## src/rtl/ysyx_23060208_lsu.sv

```systemverilog
// Load/store unit: one EXU request at a time over valid/ready, AXI4-Lite master.
// Lane alignment, byte strobes, load extension, misalign/bus-error/timeout reporting.
module ysyx_23060208_lsu #(
   parameter int DATA_WIDTH = 32,
   parameter int ADDR_WIDTH = 32,
   parameter int TIMEOUT    = 255
) (
   input  logic                      clk,
   input  logic                      rst,
   input  logic                      req_valid,
   output logic                      req_ready,
   input  logic                      req_wen,
   input  logic [1:0]                req_size,
   input  logic                      req_unsigned,
   input  logic [ADDR_WIDTH-1:0]     req_addr,
   input  logic [DATA_WIDTH-1:0]     req_wdata,
   output logic                      resp_valid,
   input  logic                      resp_ready,
   output logic [DATA_WIDTH-1:0]     resp_rdata,
   output logic [1:0]                resp_err,
   output logic [ADDR_WIDTH-1:0]     m_awaddr,
   output logic                      m_awvalid,
   input  logic                      m_awready,
   output logic [DATA_WIDTH-1:0]     m_wdata,
   output logic [DATA_WIDTH/8-1:0]   m_wstrb,
   output logic                      m_wvalid,
   input  logic                      m_wready,
   input  logic [1:0]                m_bresp,
   input  logic                      m_bvalid,
   output logic                      m_bready,
   output logic [ADDR_WIDTH-1:0]     m_araddr,
   output logic                      m_arvalid,
   input  logic                      m_arready,
   input  logic [DATA_WIDTH-1:0]     m_rdata,
   input  logic [1:0]                m_rresp,
   input  logic                      m_rvalid,
   output logic                      m_rready
);

   localparam int NB = DATA_WIDTH / 8;
   localparam int OW = $clog2(NB);
   localparam int CW = (TIMEOUT > 0) ? $clog2(TIMEOUT + 1) : 1;
   localparam logic [CW-1:0] T_LAST = (TIMEOUT > 0) ? CW'(TIMEOUT - 1) : '0;

   typedef enum logic [2:0] {
      S_IDLE,
      S_RD_A,
      S_RD_D,
      S_WR_AW,
      S_WR_B,
      S_ERR,
      S_RESP
   } state_e;

   state_e                  state_q, state_d;
   logic                    req_ready_q, req_ready_d;
   logic [1:0]              size_q, size_d;
   logic                    uns_q, uns_d;
   logic [OW-1:0]           off_q, off_d;
   logic [ADDR_WIDTH-1:0]   awaddr_q, awaddr_d;
   logic [ADDR_WIDTH-1:0]   araddr_q, araddr_d;
   logic [DATA_WIDTH-1:0]   wdata_q, wdata_d;
   logic [NB-1:0]           wstrb_q, wstrb_d;
   logic                    awvalid_q, awvalid_d;
   logic                    wvalid_q, wvalid_d;
   logic                    bready_q, bready_d;
   logic                    arvalid_q, arvalid_d;
   logic                    rready_q, rready_d;
   logic                    resp_valid_q, resp_valid_d;
   logic [1:0]              resp_err_q, resp_err_d;
   logic [DATA_WIDTH-1:0]   resp_rdata_q, resp_rdata_d;
   logic [CW-1:0]           cnt_q, cnt_d;

   logic [OW-1:0]           req_off;
   logic [2:0]              amask;
   logic                    misal;
   logic                    illegal;
   logic [NB-1:0]           strb_new;
   logic [DATA_WIDTH-1:0]   wdata_new;

   logic [6:0]              nbits;
   logic [DATA_WIDTH-1:0]   rsh;
   logic [DATA_WIDTH-1:0]   lmask;
   logic                    sbit;
   logic [DATA_WIDTH-1:0]   ld_val;

   logic                    aw_ok;
   logic                    w_ok;
   logic                    in_bus;
   logic                    wd_hit;

   assign req_off   = req_addr[OW-1:0];
   assign amask     = 3'((4'd1 << req_size) - 4'd1);
   assign misal     = |(3'(req_off) & amask);
   assign illegal   = (req_size == 2'd3) && (DATA_WIDTH == 32);
   assign strb_new  = NB'((9'd1 << (4'd1 << req_size)) - 9'd1) << req_off;
   assign wdata_new = req_wdata << {req_off, 3'b000};

   assign nbits  = 7'd8 << size_q;
   assign rsh    = m_rdata >> {off_q, 3'b000};
   assign lmask  = ~({DATA_WIDTH{1'b1}} << nbits);
   assign sbit   = |(rsh & (DATA_WIDTH'(1) << (nbits - 7'd1)));
   assign ld_val = (rsh & lmask) | ({DATA_WIDTH{sbit & ~uns_q}} & ~lmask);

   // state register and all registered outputs, synchronous reset
   always_ff @(posedge clk) begin
      if (rst) begin
         state_q      <= S_IDLE;
         req_ready_q  <= 1'b1;
         size_q       <= '0;
         uns_q        <= 1'b0;
         off_q        <= '0;
         awaddr_q     <= '0;
         araddr_q     <= '0;
         wdata_q      <= '0;
         wstrb_q      <= '0;
         awvalid_q    <= 1'b0;
         wvalid_q     <= 1'b0;
         bready_q     <= 1'b0;
         arvalid_q    <= 1'b0;
         rready_q     <= 1'b0;
         resp_valid_q <= 1'b0;
         resp_err_q   <= '0;
         resp_rdata_q <= '0;
         cnt_q        <= '0;
      end else begin
         state_q      <= state_d;
         req_ready_q  <= req_ready_d;
         size_q       <= size_d;
         uns_q        <= uns_d;
         off_q        <= off_d;
         awaddr_q     <= awaddr_d;
         araddr_q     <= araddr_d;
         wdata_q      <= wdata_d;
         wstrb_q      <= wstrb_d;
         awvalid_q    <= awvalid_d;
         wvalid_q     <= wvalid_d;
         bready_q     <= bready_d;
         arvalid_q    <= arvalid_d;
         rready_q     <= rready_d;
         resp_valid_q <= resp_valid_d;
         resp_err_q   <= resp_err_d;
         resp_rdata_q <= resp_rdata_d;
         cnt_q        <= cnt_d;
      end
   end

   // next state, handshake bookkeeping and watchdog override
   always_comb begin
      state_d      = state_q;
      req_ready_d  = req_ready_q;
      size_d       = size_q;
      uns_d        = uns_q;
      off_d        = off_q;
      awaddr_d     = awaddr_q;
      araddr_d     = araddr_q;
      wdata_d      = wdata_q;
      wstrb_d      = wstrb_q;
      awvalid_d    = awvalid_q;
      wvalid_d     = wvalid_q;
      bready_d     = bready_q;
      arvalid_d    = arvalid_q;
      rready_d     = rready_q;
      resp_valid_d = resp_valid_q;
      resp_err_d   = resp_err_q;
      resp_rdata_d = resp_rdata_q;
      cnt_d        = '0;
      aw_ok        = 1'b0;
      w_ok         = 1'b0;
      in_bus       = 1'b0;
      wd_hit       = (TIMEOUT != 0) && (cnt_q == T_LAST);

      unique case (state_q)
         S_IDLE: begin
            if (req_valid) begin
               req_ready_d = 1'b0;
               size_d      = req_size;
               uns_d       = req_unsigned;
               off_d       = req_off;
               if (misal || illegal) begin
                  state_d      = S_ERR;
                  resp_valid_d = 1'b1;
                  resp_err_d   = 2'd1;
                  resp_rdata_d = '0;
               end else if (req_wen) begin
                  state_d   = S_WR_AW;
                  awaddr_d  = req_addr;
                  wdata_d   = wdata_new;
                  wstrb_d   = strb_new;
                  awvalid_d = 1'b1;
                  wvalid_d  = 1'b1;
               end else begin
                  state_d   = S_RD_A;
                  araddr_d  = req_addr;
                  arvalid_d = 1'b1;
               end
            end
         end
         S_RD_A: begin
            in_bus = 1'b1;
            if (m_arready) begin
               arvalid_d = 1'b0;
               rready_d  = 1'b1;
               state_d   = S_RD_D;
            end
         end
         S_RD_D: begin
            in_bus = 1'b1;
            if (m_rvalid) begin
               rready_d     = 1'b0;
               state_d      = S_RESP;
               resp_valid_d = 1'b1;
               if (m_rresp != 2'd0) begin
                  resp_err_d   = 2'd2;
                  resp_rdata_d = '0;
               end else begin
                  resp_err_d   = 2'd0;
                  resp_rdata_d = ld_val;
               end
            end
         end
         S_WR_AW: begin
            in_bus = 1'b1;
            aw_ok  = !awvalid_q || m_awready;
            w_ok   = !wvalid_q || m_wready;
            if (awvalid_q && m_awready) awvalid_d = 1'b0;
            if (wvalid_q && m_wready) wvalid_d = 1'b0;
            if (aw_ok && w_ok) begin
               state_d  = S_WR_B;
               bready_d = 1'b1;
            end
         end
         S_WR_B: begin
            in_bus = 1'b1;
            if (m_bvalid) begin
               bready_d     = 1'b0;
               state_d      = S_RESP;
               resp_valid_d = 1'b1;
               resp_err_d   = (m_bresp != 2'd0) ? 2'd2 : 2'd0;
               resp_rdata_d = '0;
            end
         end
         S_ERR, S_RESP: begin
            if (resp_ready) begin
               state_d      = S_IDLE;
               req_ready_d  = 1'b1;
               resp_valid_d = 1'b0;
               resp_err_d   = '0;
               resp_rdata_d = '0;
            end
         end
         default: state_d = S_IDLE;
      endcase

      if (in_bus && (state_d == state_q)) begin
         if (wd_hit) begin
            state_d      = S_RESP;
            arvalid_d    = 1'b0;
            rready_d     = 1'b0;
            awvalid_d    = 1'b0;
            wvalid_d     = 1'b0;
            bready_d     = 1'b0;
            resp_valid_d = 1'b1;
            resp_err_d   = 2'd3;
            resp_rdata_d = '0;
         end else begin
            cnt_d = cnt_q + CW'(1);
         end
      end
   end

   assign req_ready  = req_ready_q;
   assign resp_valid = resp_valid_q;
   assign resp_err   = resp_err_q;
   assign resp_rdata = resp_rdata_q;
   assign m_awaddr   = awaddr_q;
   assign m_awvalid  = awvalid_q;
   assign m_wdata    = wdata_q;
   assign m_wstrb    = wstrb_q;
   assign m_wvalid   = wvalid_q;
   assign m_bready   = bready_q;
   assign m_araddr   = araddr_q;
   assign m_arvalid  = arvalid_q;
   assign m_rready   = rready_q;

endmodule
```

## config.mk

```make
export PLATFORM = sky130hd
export DESIGN_NAME = ysyx_23060208_lsu
export DESIGN_NICKNAME = d
export VERILOG_FILES = /design/src/rtl/ysyx_23060208_lsu.sv
export SDC_FILE = /design/constraint.sdc
export NUM_CORES = 1
export LEC_CHECK = 0
export CAP_MARGIN = 30
export CORE_ASPECT_RATIO = 0.6
export CORE_UTILIZATION = 40
export CTS_BUF_LIST = sky130_fd_sc_hd__clkbuf_4
export DETAILED_ROUTE_END_ITERATION = 6
export DONT_BUFFER_PORTS = 1
export HOLD_SLACK_MARGIN = 0.1
export SETUP_SLACK_MARGIN = 0.5
export SYNTH_ARGS = -nofsm -noshare
export SYNTH_HDL_FRONTEND = slang
export SYNTH_SLANG_ARGS = --single-unit
```

## constraint.sdc

```tcl
create_clock -name clk -period 7 [get_ports clk]
set_clock_uncertainty 0.15 [all_clocks]
set_input_delay 0.35 -clock clk [delete_from_list [all_inputs] [get_ports clk]]
set_output_delay 0.35 -clock clk [all_outputs]
set_load 0.005 [all_outputs]
```

# After elaboration in Yosys (flattened, before gate mapping)
# Index checks and enable logic that the tools add are counted.
# Widths: inputs -> output; s select.
totals:
  output_inout_bits: 141
  register_bits: 157
  elab_cells: 148
  input_bits: 113
classes:
  shift: 8
  reduce_logical: 22
  n_eq_ne: 11
  mux: 73
  add_sub_neg: 4
  bitwise_logic: 12
ops:
  columns: ["cell", "n"]
  rows:
  - ["$mux 32", 8]
  - ["$pmux 32 s4", 1]
  - ["$and 32x32->32", 3]
  - ["$not 32->32", 2]
  - ["$mux 1", 36]
  - ["$or 32x32->32", 1]
  - ["$reduce_or 32->1", 1]
  - ["$shl 1x7->32 const A", 1]
  - ["$shl 32x5->32", 1]
  - ["$shl 32x7->32 const A", 1]
  - ["$shr 32x5->32", 1]
  - ["$mux 3", 9]
  - ["$mux 2", 10]
  - ["$pmux 3 s6", 1]
  - ["$pmux 1 s2", 6]
  - ["$eq 3x3->1 const B", 3]
  - ["$add 8x1->8 const B", 1]
  - ["$eq 8x8->1 const B", 1]
  - ["$pmux 2 s4", 1]
  - ["$reduce_and 4->1", 2]
  - ["$shl 4x2->7 const A", 1]
  - ["$sub 7x1->7 const B", 1]
  - ["$eq 3x2->1 const B", 2]
  - ["$reduce_bool 2->1", 3]
  - ["22 further kinds", 33]

# Logic depth before layout (Yosys ltp)
# Gate-level depths: netlist of the first run.
depth:
  depth_word: 13
  depth_mapped: 10
  ltp_nobuf: 9

# Least setup slack after synthesis of the first run
# OpenSTA, ideal clock, no wires.
synth_path:
  path_kind: "input to register"
  startpoint: "input req_size[0]"
  endpoint: "register resp_rdata_q[16] (netlist: resp_rdata[16])"
  n_path_buf: 1
  setup_ns: 0.074
  t_required_ns: 6.776
  stages: 8
  arrival_time_ns: 2.162
  setup_slack_ns: 4.614
  path_cell_list: "or2_2 > ha_1 > nor2b_1 > a311o_1 > o221ai_1 > clkbuf_1 > nand2_1 > a31oi_1"
synth_between:
  elab_chain_cells: 11
  elab_cells_between_ends: 16
  cone_classes: "add/sub: 1; eq/ne: 2; shift: 1; mux: 8; bitwise: 1; reduce/logical: 3"
synth_lines:
  columns: ["item", "line_no", "text"]
  rows:
  - ["start, declared", "13", "input logic [1:0] req_size,"]
  - ["$shl 1x2->4", null, null]
  - ["$sub 3x1->3", "93", "assign amask = 3'((4'd1 << req_size) - 4'd1);"]
  - ["$and 2x3->3", "94", "assign misal = |(3'(req_off) & amask);"]
  - ["$reduce_or 3->1", "94", null]
  - ["$logic_or 1x1->1 *", "180", "if (misal || illegal) begin"]
  - ["$mux 3", "180", null]
  - ["$mux 3", "175", "if (req_valid) begin"]
  - ["$pmux 3 s6", "173", "unique case (state_q)"]
  - ["$eq 3x3->1", "255", "if (in_bus && (state_d == state_q)) begin"]
  - ["$logic_and 1x1->1", "255", null]
  - ["$mux 32 *", "255", null]
  - ["end signal, assigned", "143", "resp_rdata_q <= resp_rdata_d;"]
  - ["end, declared", "71", "logic [DATA_WIDTH-1:0] resp_rdata_q, resp_rdata_d;"]
# Every way passes the cells marked *; elsewhere a longest branch is shown, timed or not.
# A chain may end at the register's enable or synchronous reset.

# Final worst setup path of the first run
layout_path:
  startpoint: "register state_q[1]"
  endpoint: "register resp_err_q[1] (netlist: resp_err[1])"
layout_between:
  elab_chain_cells: 6
  elab_cells_between_ends: 22
  cone_classes: "eq/ne: 7; mux: 11; reduce/logical: 4"
layout_lines:
  columns: ["item", "line_no", "text"]
  rows:
  - ["start, declared", "55", "state_e state_q, state_d;"]
  - ["start signal, assigned", "127", "state_q <= state_d;"]
  - ["$eq 3x3->1", "173", null]
  - ["$reduce_or 2->1", "173", null]
  - ["$pmux 3 s6", "173", null]
  - ["$eq 3x3->1", "255", null]
  - ["$logic_and 1x1->1", "255", null]
  - ["$mux 2 *", "255", null]
  - ["end signal, assigned", "142", "resp_err_q <= resp_err_d;"]
  - ["end, declared", "70", "logic [1:0] resp_err_q, resp_err_d;"]
# Marked as above.

==> reports/summary.txt, run 1 <==
yosys warns: 0
drt first pass iters: 6
routed len/inst: 18.66 um
register clock-pin slew on the reported worst setup and hold paths: 0.15 ns
placed instance count: 1047
Longest Clk Path Bufs: 2
max-slew violations: 0
antenna-violating nets left: 0
critical path's largest stage delay: 0.92 ns
critical path required time: 7.30 ns
proportion of layout cells with a drive suffix above 1: 0.08586
post-synthesis cell count: 874
DRT iter0 DRCs: 662
commonest cells after routing, fill and taps aside: nand2_1 (204), dfxtp_1 (157), dlygate4sd3_1 (142)
part of the power in combinational logic: 0.195
post-synthesis sequential element count: 157
post-CTS setup buffer count: 0
via count: 6807
Sw Pwr: 654.5 uW
Final period util: 0.5448
Synth-to-Final Area Change: 27.00%
via-per-instance ratio: 5.552
IO Count: 254
Net Sw Frac: 0.3345
Final TNS setup: 0 ns
largest net degree at the start of global routing: 114
Post-synth ARST share: 0
DIE WIDTH: 172.9 um
number of buffers created by CTS: 17
TritonCTS clock tree: yes
initial antenna violation count: 2
Syn Std Cell Area: 7012 um^2
worst-margin pin slew: 0.9417 ns
Reg power frac: 0.506
die height: 104.6 um
Rows: 37
die area: 18080 um^2
Post-Layout Cell Count: 1226
leading cell type in the layout, fill and taps excluded: nand2_1
all-layer global routing usage: 0.2486
core area: 17130 um^2
clk sinks: 157
outcome: finished, final reports clean
fmax: 262.2 MHz
Crit. End Element: register
Syn Area/Cell: 8.023 um^2
Total Nets Final: 1095
Starting Density: 0.4093
final WL: 22.87 mm
critical path class: register to register
ys flop type: dfxtp_1
Internal: 1.302 mW
H-tree Lvls: 4
Final Setup Violations: 0
VDD IR max: 0.1033 mV
Post-Syn Nets: 992
Post-synth EDFFs: 0
DRC: 0
Worst-Skew Late Latency: 0.55 ns
Cell variety after synth: 58
Multi-input gate area: 3567 um^2
CP max stage cell: or4_4
hold_ws: 0.1667 ns
first-pass GRT wire length: 35.59 mm
Final Hold Fails: 0
Clk pwr share: 0.299
Min-Delay Path Class: input port to register
worst path cell trace: or4b_4 > or4_4 > a211oi_2 > or2_2 > a41oi_1 > dlygate4sd3_1
Leak: 3.067 nW
grt ovf: 0
Max Cap Viol: 0
Fillers: 1622
Seq. cell area: 3143 um^2
PortBufs: 0
GPL Wtd Cong: 0.8648
post-layout min period: 3.813 ns
startpoint class of the critical path: register
Detail Placement HPWL: 13.97 mm
RSZ-0062 raised after global routing: no
CP Max Fanout: 83
Clock Root Buffer: clkbuf_4
CP arrival: 4.12 ns
register area share after synthesis: 0.4483
Slew HR: 0.3722
Power Dens Cells: 219.7 nW/um^2
vias in the first global route: 6241
## sequential cells by signal, indices dropped and copies added, names as in the netlist
name,flops
cnt_q,8
m_araddr,32
m_arvalid,1
m_awaddr,32
m_awvalid,1
m_bready,1
m_rready,1
m_wdata,32
m_wstrb,4
m_wvalid,1
off_q,2
req_ready,1
resp_err,2
resp_rdata,32
resp_valid,1
size_q,2
state_q,3
uns_q,1
## kinds of logic after synthesis
| logic type | Yosys count | synth area share |
|---|---|---|
| buf+inv | 81 | 0.04675 |
| compound gates | 216 | 0.1881 |
| xor+xnor | 7 | 0.008744 |
| flops | 157 | 0.4483 |
| fa+ha+maj | 6 | 0.01035 |
| mux | 46 | 0.07031 |
| simple gates | 361 | 0.2275 |
## synthesized netlist by cell type, types with 3 or more instances
cell type,n,area [um^2]
a211o_1,8,70.07
a211oi_1,10,75.07
a21oi_1,113,565.5
a21oi_2,5,43.79
a22oi_1,8,60.06
a31oi_1,20,125.1
a32oi_1,8,70.07
buf_1,4,15.01
buf_2,7,35.03
clkbuf_1,57,214.0
dfxtp_1,157,3143
ha_1,5,62.56
inv_1,11,41.29
mux2_2,16,180.2
mux2i_1,29,290.3
nand2_1,204,765.7
nand2b_1,9,56.30
nand3_1,14,70.07
nand3b_1,5,37.54
nor2_1,58,217.7
nor2_2,5,31.28
nor2b_1,17,106.4
nor3_1,25,125.1
o211ai_1,9,67.56
o21ai_0,18,90.09
or2_2,3,18.77
xor2_1,6,52.55
## layer usage
metal | wire (um) | up-vias | track usage
met5 | 0 | - | 0
met4 | 535 | 0 | 0.09987
met3 | 1783 | 38 | 0.07787
met2 | 9869 | 279 | 0.3600
met1 | 10680 | 3260 | 0.3411
li1 | - | 3230 | -
## final timing paths
path / depth (start not counted) / from / slack (ns) / endpoint
worst max-delay path: 6 / state_q[1] / 3.19 / resp_err[1]
worst min-delay path: 5 / m_rresp[1] / 0.17 / resp_rdata[19]
worst max register to register: 6 / state_q[1] / 3.19 / resp_err[1]
worst min register to register: 2 / m_araddr[7] / 0.33 / m_araddr[7]
## layout make-up
class,count,area share
diodes,2,0.0005620
clock buffers,17,0.01433
clock inverters,15,0.01925
inverters,11,0.004637
multi-input cells,636,0.4006
flip-flops and latches,157,0.3530
well taps,234,0.03288
repair buffers,154,0.1748
## stage by stage
stage	util	setup WS (ns)	total power, mW	area [um^2]
finish	0.5199	3.187	1.957	8905
CTS	0.5196	3.217	1.960	8900
detailed placement	0.4152	3.502	1.272	7112
global route	0.5197	2.995	2.047	8902
floorplan	-	4.614	1.222	7012
global placement	0.4152	3.552	1.272	7112
## critical path: cells and delay by family, from the launching register on
| family | cells | cell delay, ns |
|---|---|---|
| buf+inv | 1 | 0.57 |
| compound gates | 2 | 0.49 |
| flops | 1 | 0.59 |
| simple gates | 3 | 1.91 |
## what timing repair did
action,4_1_cts,5_1_grt
resized for setup,0,0
endpoints found under the hold margin,157,0
hold buffers,145,0
## power groups by stage
stage	sequential (mW)	clock [mW]	combinational (mW)
CTS	0.988	0.600	0.372
global placement	1.01	0	0.264
global route	0.997	0.635	0.415
finish	0.990	0.585	0.382
floorplan	0.976	0	0.247
detailed placement	1.01	0	0.264
Power figures use the tool's default switching activity.
==> inputs of run 2 (changes only) <==
- clock period: 7 -> 3.6 ns (I/O delays scaled with it)
==> run 2 against run 1 <==
- maximum frequency increased by 26%
- combinational power increased by 120%
- non-clock buffer count increased by 38
- power increased by 100%
- clock-buffer cell count unchanged
- clock power increased by 110%
==> reports/summary.txt, run 2 (synthesis results as in run 1) <==
Leak: 3.263 nW
die area: 18080 um^2
Power Dens Cells: 424.6 nW/um^2
max-slew violations: 0
Final Cell Area: 9340 um^2
number of buffers created by CTS: 17
setup ws final: 0.5683 ns
leading cell type in the layout, fill and taps excluded: nand2_1
PortBufs: 0
antenna-violating nets left: 0
Min-Delay Path Class: input port to register
worst slack, placed: 0.9465 ns
Final TNS setup: 0 ns
DRC: 0
uppermost layer routed: met4
VDD IR max: 0.2080 mV
DR WL met2: 10.09 mm
largest net degree at the start of global routing: 114
critical path required time: 3.96 ns
final WL: 23.12 mm
via count: 6883
Worst-Skew Late Latency: 0.56 ns
commonest cells after routing, fill and taps aside: nand2_1 (204), dlygate4sd3_1 (176), dfxtp_1 (157)
initial antenna violation count: 1
Seq. cell area: 3143 um^2
first-pass GRT wire length: 36.40 mm
GPL Wtd Cong: 0.8582
drt first pass iters: 5
Max Cap Viol: 0
RSZ-0062 raised after global routing: yes
Final Setup Violations: 0
DRT iter0 DRCs: 618
Multi-input gate area: 3573 um^2
WL met3: 2.147 mm
Clock Root Buffer: clkbuf_4
CP arrival: 3.39 ns
setup slack, reg-to-reg: 0.57 ns
IO Count: 254
worst-margin pin slew: 0.9889 ns
Synth-to-Final Area Change: 33.21%
Total Nets Final: 1133
fmax: 329.8 MHz
Crit. End Element: register
CP Max Fanout: 32
vias in the first global route: 6538
TritonCTS clock tree: yes
routed len/inst: 18.30 um
Final Hold Fails: 0
all-layer global routing usage: 0.2525
startpoint class of the critical path: register
post-layout min period: 3.032 ns
Cell Area, Placed: 7154 um^2
proportion of layout cells with a drive suffix above 1: 0.08560
Final period util: 0.8421
post-CTS setup buffer count: 0
Post-Layout Cell Count: 1263
placed instance count: 1051
outcome: finished, final reports clean
Routed met1 length: 10.25 mm
Rows: 37
DIE WIDTH: 172.9 um
core area: 17130 um^2
critical path class: register to register
Slew HR: 0.3394
final core utilization: 0.5453
grt ovf: 0
register clock-pin slew on the reported worst setup and hold paths: 0.16 ns
H-tree Lvls: 4
Detail Placement HPWL: 13.66 mm
clk sinks: 157
Longest Clk Path Bufs: 2
die height: 104.6 um
via-per-instance ratio: 5.450
Starting Density: 0.4093
Fillers: 1575
-- run 2: cell types whose count changed in the layout (fill, tap and decap cells not counted), sizes merged --
cell,previous run,this run
clkinv,3,4
dlygate4sd3,142,176
inv,20,18
clkinvlp,2,1
diode,2,1
bufinv,1,3
buf,12,16
-- run 2: cell type report --
class	instances	area share
Timing Repair Buffer	192	0.2094
Clock inverter	15	0.02184
Tap cell	234	0.03135
Antenna cell	1	0.0002679
Multi-Input combinational cell	636	0.3826
Sequential cell	157	0.3365
Inverter	11	0.004421
Clock buffer	17	0.01366
-- run 2: path summary, 6_finish.rpt --
| path | startpoint | to | cells past startpoint |
|---|---|---|---|
| worst max-delay path | state_q[1] | m_araddr[8] | 7 |
| worst min-delay path | req_addr[14] | m_araddr[14] | 3 |
| worst max register to register | state_q[1] | m_araddr[8] | 7 |
| worst min register to register | m_araddr[18] | m_araddr[18] | 2 |
-- run 2: repair_timing --
action                                 4_1_cts  5_1_grt
gates resized for setup                      0        6
hold buffers                               179        0
setup endpoints to repair                    0        7
endpoints found under the hold margin      157        0
-- run 2: worst max-delay path: stages, from the launching register on --
cell and delay, ns:
dfxtp_1 0.35, or4b_4 0.66, nor3_4 0.24, buf_12 0.22, nand2_1 0.08, dlygate4sd3_1 0.56, a21oi_1 0.12, dlygate4sd3_1 0.57
-- run 2: layer usage --
layer	up-vias	global-route usage
li1	3307	-
met1	3203	0.3377
met2	325	0.3759
met3	48	0.08952
met4	0	0.08597
met5	-	0
-- run 2: report_power, final --
part	switching (mW)	internal (mW)
clock	0.731	0.510
sequential	0.0727	1.81
combinational	0.458	0.382
total	1.26	2.70
-- run 2: through the flow --
step	total power [mW]	hold slack (ns)
3_3_place_gp	2.484	0.1344
6_report	3.966	0.1751
4_1_cts	3.959	0.1159
2_1_floorplan	2.377	0.1660
5_1_grt	4.148	0.1110
3_5_place_dp	2.485	0.1339
==> inputs of run 3 (changes only) <==
- clock period: 3.6 -> 2.98 ns (I/O delays scaled with it)
==> run 3 against run 2 <==
- worst setup slack got worse by 0.027 ns
- sequential power is 21% higher
- clock power rose by 7%
==> reports/summary.txt, run 3 (synthesis results as in run 1) <==
worst-margin pin slew: 0.8834 ns
leading cell type in the layout, fill and taps excluded: nand2_1
RSZ-0062 raised after global routing: yes
Fillers: 1588
fmax: 410.0 MHz
Final period util: 0.8185
Crit. End Element: register
Post-Layout Cell Count: 1252
VDD IR max: 0.2428 mV
DRT iter0 DRCs: 583
Worst-Skew Late Latency: 0.56 ns
commonest cells after routing, fill and taps aside: nand2_1 (204), dlygate4sd3_1 (163), dfxtp_1 (157)
via count: 6930
clk sinks: 157
max-slew violations: 0
Max Cap Viol: 0
GPL Wtd Cong: 0.8646
FF-to-FF End: resp_rdata[15]
Min-Delay Path Class: input port to register
Final TNS setup: 0 ns
number of buffers created by CTS: 17
proportion of layout cells with a drive suffix above 1: 0.09440
setup slack, reg-to-reg: 0.57 ns
Synth-to-Final Area Change: 31.41%
vias in the first global route: 6741
via-per-instance ratio: 5.535
die height: 104.6 um
CP arrival: 2.73 ns
TritonCTS clock tree: yes
DRC: 0
depth of the most critical reg-to-reg path: 6
post-layout min period: 2.439 ns
PortBufs: 0
worst hold path endpoint: m_awaddr[4]
Starting Density: 0.4093
placed instance count: 1052
routed len/inst: 18.44 um
register clock-pin slew on the reported worst setup and hold paths: 0.15 ns
critical path class: input port to register
worst slack, placed: 0.3437 ns
IO Count: 254
Leak: 3.221 nW
Min-Delay Startpoint: req_addr[4]
Rows: 37
Final Hold Fails: 0
drt first pass iters: 5
Detail Placement HPWL: 14.10 mm
Slew HR: 0.4099
setup ws final: 0.5408 ns
Clock Root Buffer: clkbuf_4
Total Nets Final: 1122
die area: 18080 um^2
initial antenna violation count: 1
critical path required time: 3.27 ns
core area: 17130 um^2
startpoint class of the critical path: input port
H-tree Lvls: 4
first-pass GRT wire length: 36.37 mm
outcome: finished, final reports clean
antenna-violating nets left: 0
Final Setup Violations: 0
Critical R2R Launch: state_q[1]
DIE WIDTH: 172.9 um
grt ovf: 0
Longest Clk Path Bufs: 2
CP Max Fanout: 82
all-layer global routing usage: 0.2517
Power Dens Cells: 503.5 nW/um^2
Cells on Worst Hold Path: 3
largest net degree at the start of global routing: 114
final WL: 23.09 mm
run 3: cell count changes in the layout (fill, tap and decap cells not counted), moves of 2 or more:
cell / previous run / this run
dlygate4sd3_1: 176 / 163
nor2b_1: 17 / 15
nor2b_2: 0 / 2
clkinv_8: 1 / 3
inv_8: 3 / 6
bufinv_16: 3 / 0
run 3: layout make-up:
class,instances,area [um^2],share of cell area
antenna,1,2.502,0.0002716
multi-input combinational,636,3592,0.3899
tap,234,292.8,0.03178
sequential,157,3143,0.3411
timing repair buffer,181,1848,0.2006
clock buffer,17,127.6,0.01385
inverter,11,41.29,0.004481
clock inverter,15,166.4,0.01806
run 3: metrics by stage:
stage	total power, mW	instance area, um^2	util	hold WS [ns]
3_5_place_dp	3.006	7162	0.4181	0.09276
2_1_floorplan	2.872	7012	-	0.1350
6_report	4.639	9214	0.5379	0.1697
3_3_place_gp	3.009	7162	0.4181	0.09418
4_1_cts	4.622	9150	0.5342	0.1001
5_1_grt	4.851	9211	0.5378	0.1082
run 3: worst max path at each step:
stage                      from             end  slack [ns]
global placement     state_q[1]      m_wstrb[2]        0.38
detailed placement   state_q[1]      m_wstrb[2]        0.34
global route         state_q[1]  resp_rdata[19]        0.49
floorplan            state_q[1]      state_q[0]        0.67
finish              req_size[0]     m_wdata[11]        0.54
CTS                 req_size[0]        cnt_q[3]        0.52
run 3: metal layers:
layer / global-route usage / routed length [um] / vias to the layer above
li1: - / - / 3287
met1: 0.3330 / 10320 / 3274
met2: 0.3759 / 10100 / 330
met3: 0.08952 / 2180 / 39
met4: 0.09229 / 495 / 0
met5: 0 / 0 / -
run 3: repair_timing:
action / 4_1_cts / 5_1_grt
gates resized for setup: 2 / 12
hold buffers: 164 / 2
cloned: 0 / 0
endpoints found under the setup margin: 66 / 58
buffers inserted: 1 / 0
hold endpoints to repair: 157 / 2
pin swaps: 1 / 0
run 3: power by group:
| group | total [mW] | internal [mW] | switching, mW | leakage (nW) |
|---|---|---|---|---|
| Clock | 1.33 | 0.392 | 0.933 | 0.153 |
| Combinational | 1.04 | 0.464 | 0.573 | 1.80 |
| Sequential | 2.28 | 2.19 | 0.0879 | 1.27 |
run 3: critical path: stages:
cell and delay (ns):
dlygate4sd3_1 0.63, or2_2 0.38, ha_1 0.28, nor2b_1 0.26, or4_4 0.21, buf_8 0.38
nor3_1 0.11, a21oi_1 0.15, nor2_1 0.06
